## src/rtl/lw_hmac_feeder.sv

```systemverilog
// lw_hmac_feeder: drives the HMAC/SHA engine request port from a raw host
// byte stream, generating SHA-2 padding and feeding the HMAC key on demand.
module lw_hmac_feeder #(
    parameter int LEN_W = 32
) (
    input  logic              clk_i,
    input  logic              aresetn_i,
    input  logic              req_i,
    input  logic [1:0]        op_i,
    input  logic [511:0]      key_i,
    input  logic [31:0]       in_data_i,
    input  logic              in_valid_i,
    input  logic              in_last_i,
    input  logic [2:0]        in_bytes_i,
    output logic              in_ready_o,
    input  logic              abort_i,
    output logic              start_o,
    output logic [1:0]        opcode_o,
    output logic [31:0]       data_o,
    output logic              data_valid_o,
    output logic              last_o,
    output logic [31:0]       key_o,
    output logic              key_valid_o,
    input  logic              core_ready_i,
    input  logic              ready_i,
    input  logic              key_ready_i,
    input  logic              done_i,
    input  logic [7:0][31:0]  hash_i,
    output logic              abort_o,
    output logic              busy_o,
    output logic [7:0][31:0]  digest_o,
    output logic              digest_valid_o
);

    typedef enum logic [2:0] {
        S_IDLE,
        S_START,
        S_KEY,
        S_MSG,
        S_PAD,
        S_LEN,
        S_WAIT,
        S_DONE
    } state_t;

    state_t            state;
    logic [1:0]        op_q;
    logic [15:0][31:0] key_q;
    logic [LEN_W-1:0]  cnt;
    logic [3:0]        wi;
    logic [3:0]        kc;
    // marker word still owed (last host word was full)
    logic              pend;
    // padding must first run past wi 15 into a fresh block
    logic              wrap;

    logic              full_last;
    logic [2:0]        nbytes;
    logic [LEN_W:0]    sum;
    logic [LEN_W-1:0]  cnt_next;
    logic [63:0]       tot;
    logic [63:0]       bitlen;
    logic [31:0]       msg_word;

    assign full_last = in_bytes_i >= 3'd4;
    assign nbytes    = (in_last_i && !full_last) ? in_bytes_i : 3'd4;
    assign sum       = {1'b0, cnt} + (LEN_W+1)'(nbytes);
    assign cnt_next  = sum[LEN_W] ? '1 : sum[LEN_W-1:0];
    assign tot       = 64'(cnt) + (op_q[1] ? 64'd64 : 64'd0);
    assign bitlen    = tot << 3;

    assign abort_o        = abort_i;
    assign busy_o         = state != S_IDLE;
    assign opcode_o       = busy_o ? op_q : 2'b00;
    assign digest_valid_o = state == S_DONE;

    // Trim the final host word and insert the 0x80 marker after its last byte
    always_comb begin
        msg_word = in_data_i;
        if (in_last_i && !full_last) begin
            unique case (in_bytes_i)
                3'd1:    msg_word = {in_data_i[31:24], 24'h80_0000};
                3'd2:    msg_word = {in_data_i[31:16], 16'h8000};
                3'd3:    msg_word = {in_data_i[31:8], 8'h80};
                default: msg_word = 32'h8000_0000;
            endcase
        end
    end

    // Engine-side and host-side handshake outputs decoded from the state
    always_comb begin
        start_o      = 1'b0;
        data_o       = '0;
        data_valid_o = 1'b0;
        last_o       = 1'b0;
        key_o        = '0;
        key_valid_o  = 1'b0;
        in_ready_o   = 1'b0;
        unique case (state)
            S_START: begin
                start_o      = 1'b1;
                data_valid_o = 1'b1;
            end
            S_KEY: begin
                key_valid_o = 1'b1;
                key_o       = key_q[kc];
            end
            S_MSG: begin
                in_ready_o   = ready_i;
                data_valid_o = in_valid_i;
                data_o       = msg_word;
            end
            S_PAD: begin
                data_valid_o = 1'b1;
                data_o       = pend ? 32'h8000_0000 : 32'h0;
            end
            S_LEN: begin
                data_valid_o = 1'b1;
                last_o       = wi == 4'd15;
                data_o       = (wi == 4'd15) ? bitlen[31:0]
                                             : bitlen[63:32];
            end
            default: ;
        endcase
    end

    // Sequencer: request capture, key feed, message, padding, length, digest
    always_ff @(posedge clk_i) begin
        if (!aresetn_i) begin
            state    <= S_IDLE;
            op_q     <= '0;
            key_q    <= '0;
            cnt      <= '0;
            wi       <= '0;
            kc       <= '0;
            pend     <= 1'b0;
            wrap     <= 1'b0;
            digest_o <= '0;
        end else if (abort_i && state != S_IDLE) begin
            state <= S_IDLE;
        end else begin
            unique case (state)
                S_IDLE: begin
                    if (req_i && core_ready_i) begin
                        op_q  <= op_i;
                        key_q <= key_i;
                        cnt   <= '0;
                        wi    <= '0;
                        kc    <= 4'd15;
                        pend  <= 1'b0;
                        wrap  <= 1'b0;
                        state <= S_START;
                    end
                end
                S_START: state <= op_q[1] ? S_KEY : S_MSG;
                S_KEY: begin
                    if (key_ready_i) begin
                        kc <= kc - 4'd1;
                        if (kc == 4'd0) state <= S_MSG;
                    end
                end
                S_MSG: begin
                    if (in_valid_i && ready_i) begin
                        wi  <= wi + 4'd1;
                        cnt <= cnt_next;
                        if (in_last_i) begin
                            if (full_last) begin
                                pend  <= 1'b1;
                                state <= S_PAD;
                            end else if (wi == 4'd13) begin
                                state <= S_LEN;
                            end else begin
                                wrap  <= wi == 4'd14;
                                state <= S_PAD;
                            end
                        end
                    end
                end
                S_PAD: begin
                    if (ready_i) begin
                        wi   <= wi + 4'd1;
                        pend <= 1'b0;
                        if (pend && wi == 4'd14) wrap <= 1'b1;
                        else if (wi == 4'd15) wrap <= 1'b0;
                        if (wi == 4'd13 && !wrap) state <= S_LEN;
                    end
                end
                S_LEN: begin
                    if (ready_i) begin
                        wi <= wi + 4'd1;
                        if (wi == 4'd15) state <= S_WAIT;
                    end
                end
                S_WAIT: begin
                    if (done_i) begin
                        digest_o <= hash_i;
                        if (op_q[0]) digest_o[0] <= '0;
                        state <= S_DONE;
                    end
                end
                S_DONE: state <= S_IDLE;
                default: state <= S_IDLE;
            endcase
        end
    end

endmodule

```

## config.mk

```make
export PLATFORM = sky130hd
export DESIGN_NAME = lw_hmac_feeder
export DESIGN_NICKNAME = d
export VERILOG_FILES = /design/src/rtl/lw_hmac_feeder.sv
export SDC_FILE = /design/constraint.sdc
export NUM_CORES = 2
export LEC_CHECK = 0
export ABC_AREA = 1
export CAP_MARGIN = 20
export CORE_AREA = 2 2 440 442
export CTS_CLUSTER_SIZE = 8
export DETAILED_ROUTE_END_ITERATION = 16
export DIE_AREA = 0 0 442 444
export PLACE_DENSITY = 0.44
export SETUP_SLACK_MARGIN = 0.5
export SLEW_MARGIN = 0
export SYNTH_ARGS = -nofsm -noshare
export SYNTH_HDL_FRONTEND = slang
export SYNTH_SLANG_ARGS = --single-unit
```

## constraint.sdc

```tcl
create_clock -name clk_i -period 2.93 [get_ports clk_i]
set_clock_uncertainty 0.2 [all_clocks]
set_input_delay 0.586 -clock clk_i [delete_from_list [all_inputs] [get_ports clk_i]]
set_output_delay 0.586 -clock clk_i [all_outputs]
set_load 0.05 [all_outputs]
```

==> summary.md <==
| Metric | Value |
|---|---|
| Antenna Violating Nets Remaining | 0 |
| First-pass GRT wire length | 288 mm |
| Floorplan die area | 0.196 mm2 |
| Pin count of the biggest net entering global routing | 160 |
| Final total negative setup slack | -22.00 ns |
| Violated checks | setup timing |
| Largest area contributor in the synthesized netlist | dfxtp_1 |
| Die extent in y | approximately 440 um |
| Max-cap viol count | 0 |
| Synthesized area per cell | between 7 and 8 um2 |
| # DRC | 0 |
| Hold slack final | roughly 0.2 ns |
| Number of cells produced by synthesis | 4,936 |
| Buffering stage count on the worst path with inverters included | 5 |
| Root buffer cell | clkbuf_16 |
| Mean routed wirelength per cell | around 24 um |
| Met2 track utilization from global routing | 33.0% |
| 1st-pass router iterations | 5 |
| Slowest CP cell | dfxtp_4 |
| Via density per instance | between 4 and 5 |
| Final Routed Wirelength | 209 mm |
| Highest Clock Rate | 0.292 GHz |
| Die width | approximately 440 um |
| Worst Max-Slew Pin Slew | ~0.90 ns |
| Level count of the clock H-tree | 3 |
| Count of warnings emitted by yosys | 0 |
| Most crowded layer after global routing | met2 |
| Post-synthesis net count | 5,761 |
| Maximum clock insertion buffer count | 3 |
| Arr. time, crit path | 2.64 ns |
| Final worst path period need | 3.42 ns |
| Critical path capture point type | primary output |
| Family of cells with the greatest summed delay on the critical path | simple AND/OR/NAND/NOR gates |
| Signed area change from the synthesized netlist to the final layout | 62.7% |
| Highest fanout seen on the critical path | 3 |
| Clock Latency Late Sink | around 0.78 ns |
| Total global routing track utilization | 20.4% |
| Run status | complete, but fails checks |
| Number of core rows | ~160 |
| Critical Path Most Common Cell | nor2_4 |
| Number of clock sinks | 815 |
| Synth top area cells | dfxtp_1 46%, a21oi_1 15%, o21ai_0 11%, nand2_1 6.5%, inv_1 6.1% |
| Initial antenna violation count | 55 |
| Min setup slack post-route | -0.491 ns |
| TritonCTS clock tree | built |
| Portion of the clock cycle consumed by the worst path in the final layout | 117% |
| Global routing usage on met1 | a little over a quarter |
| Drt initial violations | 2,739 |
| Largest stage delay on the critical path | 0.38 ns |
| Global routing usage on met3 | 4.56% |
| Peak supply drop | ~0.55 mV |
| Cell area after synthesis | 0.0354 mm2 |
| Number of storage elements in the synthesis netlist | 815 |
| Leakage | 0.0208 uW |
| Setup repair after global routing missed its margin | true |
| Final #Nets | 6,939 |
| Count of vias placed by the detailed router | 39,100 |
| Proportion of layout cells with a drive suffix above 1 | 14.8% |
| Slew Limit Headroom | 39.7% |
| Power per Cell Area | 650 mW/mm2 |
| I/O pin total | about 1,100 |
| Finish-stage setup viols | 65 |
| Netlist cell types | 37 |
| Starting utilization of the core area | 18.5% |
| Port Buffer Count | 1,144 |
| Overflow left after global routing | 0 |
| Final GP Congestion | 0.904 |
| Max-slew violation total from the final report | 0 |
| Critical setup path kind | reg2out |
| Number of hold violations in the final report | 0 |
| Area of the placeable core | 0.192 mm2 |
| Top cell type's share of synthesized area | 46.1% |
| Post-DP HPWL | between 150 and 200 mm |
| Minimum setup slack among reg-to-reg paths | 0.49 ns |
| Via count of the first global-routing pass | 37,500 |
| Critical path cell sequence | ha_4 -> ha_4 -> inv_4 -> nor2_4 -> inv_2 -> nor2_4 -> inv_4 -> nor2_4 -> nand2_2 -> a21oi_2 -> o21ai_2 -> buf_4 -> nand2_4 -> buf_12 |
| Sequential area share after synthesis | between 40% and 50% |
| Setup crit start kind | register |
| TritonCTS Buffers | 114 |
| Required time of the worst setup path | 2.14 ns |
| Clock slew seen by the registers of the worst setup and hold paths | 0.07 ns |
| Min-Delay Path Class | in2reg |
[power breakdown]
group          internal, uW  switching [uW]  leakage (uW)
clock                  7060            5370       0.00153
combinational          4560            7450        0.0126
sequential            12400             584       0.00667
total                 24000           13400        0.0208
[cell type report]
type | instances | area [um2]
antenna | 17 | 42.5
clock buffer | 129 | 2980
clock inverter | 8 | 150
fill | 20500 | 134000
inverter | 584 | 2260
multi-input combinational | 3130 | 16900
sequential | 815 | 16400
tap | 2526 | 3160
timing repair buffer | 1469 | 15700
[stage by stage]
step / total power [uW] / util, % / instances / cell area, um2 / setup slack (ns)
finish: 37400 / 30.1 / 8678 / 57600 / -0.491
global route: 39200 / 30.0 / 8665 / 57600 / -0.605
CTS: 37700 / 29.8 / 8636 / 57000 / -0.582
detailed placement: 24300 / 27.3 / 8438 / 52200 / -0.328
global placement: 24200 / 27.3 / 8438 / 52200 / -0.342
floorplan: 18900 / - / 4936 / 36200 / 0.205
[kinds of logic after synthesis]
kind of cell	count (synthesis)	synth area share, %
flip-flops	815	46.1
XOR/XNOR	22	0.544
AND/OR/NAND/NOR	1145	14.0
buffers and inverters	991	11.2
adder cells (fa/ha/maj)	10	0.375
AO/OA/AOI/OAI	1953	27.8
[placed cells by master, fill, tap and decap left out, types with 44 or more instances in the layout]
| cell | instances |
|---|---|
| o21ai_1 | 122 |
| clkbuf_2 | 46 |
| nor2_1 | 53 |
| nand2_2 | 46 |
| dfxtp_1 | 781 |
| clkbuf_16 | 117 |
| clkdlybuf4s50_1 | 974 |
| inv_1 | 563 |
| buf_6 | 44 |
| nand2_1 | 551 |
| buf_12 | 127 |
| nand3_1 | 337 |
| a21oi_1 | 1054 |
| buf_4 | 204 |
| o21ai_0 | 680 |
[worst paths after layout]
| kind | startpoint | end | cells after the start |
|---|---|---|---|
| worst max-delay path | cnt[6] | data_o[29] | 14 |
| worst max register to register | state[2] | digest_o[27] | 10 |
| worst min-delay path | hash_i[22] | digest_o[22] | 3 |
| worst min register to register | key_q[393] | key_q[393] | 2 |
[Yosys cell counts]
cell / n
clkinv_1: 2
clkbuf_1: 197
a31oi_1: 32
nor3b_1: 1
xor2_1: 16
nand3_1: 373
buf_4: 3
nor3_4: 1
nor3_2: 2
nor2_2: 2
and2_1: 1
nand3b_1: 6
inv_2: 6
o32ai_1: 1
o21ai_0: 750
o211ai_1: 3
nand4_1: 36
nand2_2: 1
nor2_1: 96
dfxtp_1: 815
o31ai_1: 1
xnor2_1: 6
or2_2: 2
inv_1: 576
a21oi_1: 1078
o21ai_1: 82
buf_2: 187
nand3_2: 1
buf_1: 20
a22o_1: 2
nand2_1: 617
fa_1: 1
nor3_1: 5
ha_1: 9
o22ai_1: 3
a32o_1: 1
nor2_4: 1
[worst reg2reg max path: cells and delay by family, from the launching register on]
kind | cells | cell delay, ns
buffers and inverters | 5 | 0.95
and+or+nand+nor | 4 | 0.69
DFF | 1 | 0.35
AOI/OAI and AO/OA | 1 | 0.19
[flip-flops by register name (all words and copies together), names as in the netlist]
name      count
key_q       512
digest_o    256
cnt          32
kc            4
wi            4
state         3
op_q          2
pend          1
wrap          1
[metal layers]
| layer | up-vias | share of wire (%) |
|---|---|---|
| li1 | 18800 | - |
| met1 | 18700 | 44 |
| met2 | 1249 | 46 |
| met3 | 286 | 6.7 |
| met4 | 42 | 2.8 |
| met5 | - | 0.12 |
[repair_timing]
| action | CTS | global route |
|---|---|---|
| resized for setup | 413 | 227 |
| gates cloned | 8 | 2 |
| endpoints found under the setup margin | 332 | 367 |
| hold endpoints to repair | 16 | 0 |
| pin swaps | 55 | 56 |
| buffers inserted | 52 | 23 |
| hold buffers | 1 | 0 |
(Power assumes the default switching activity.)
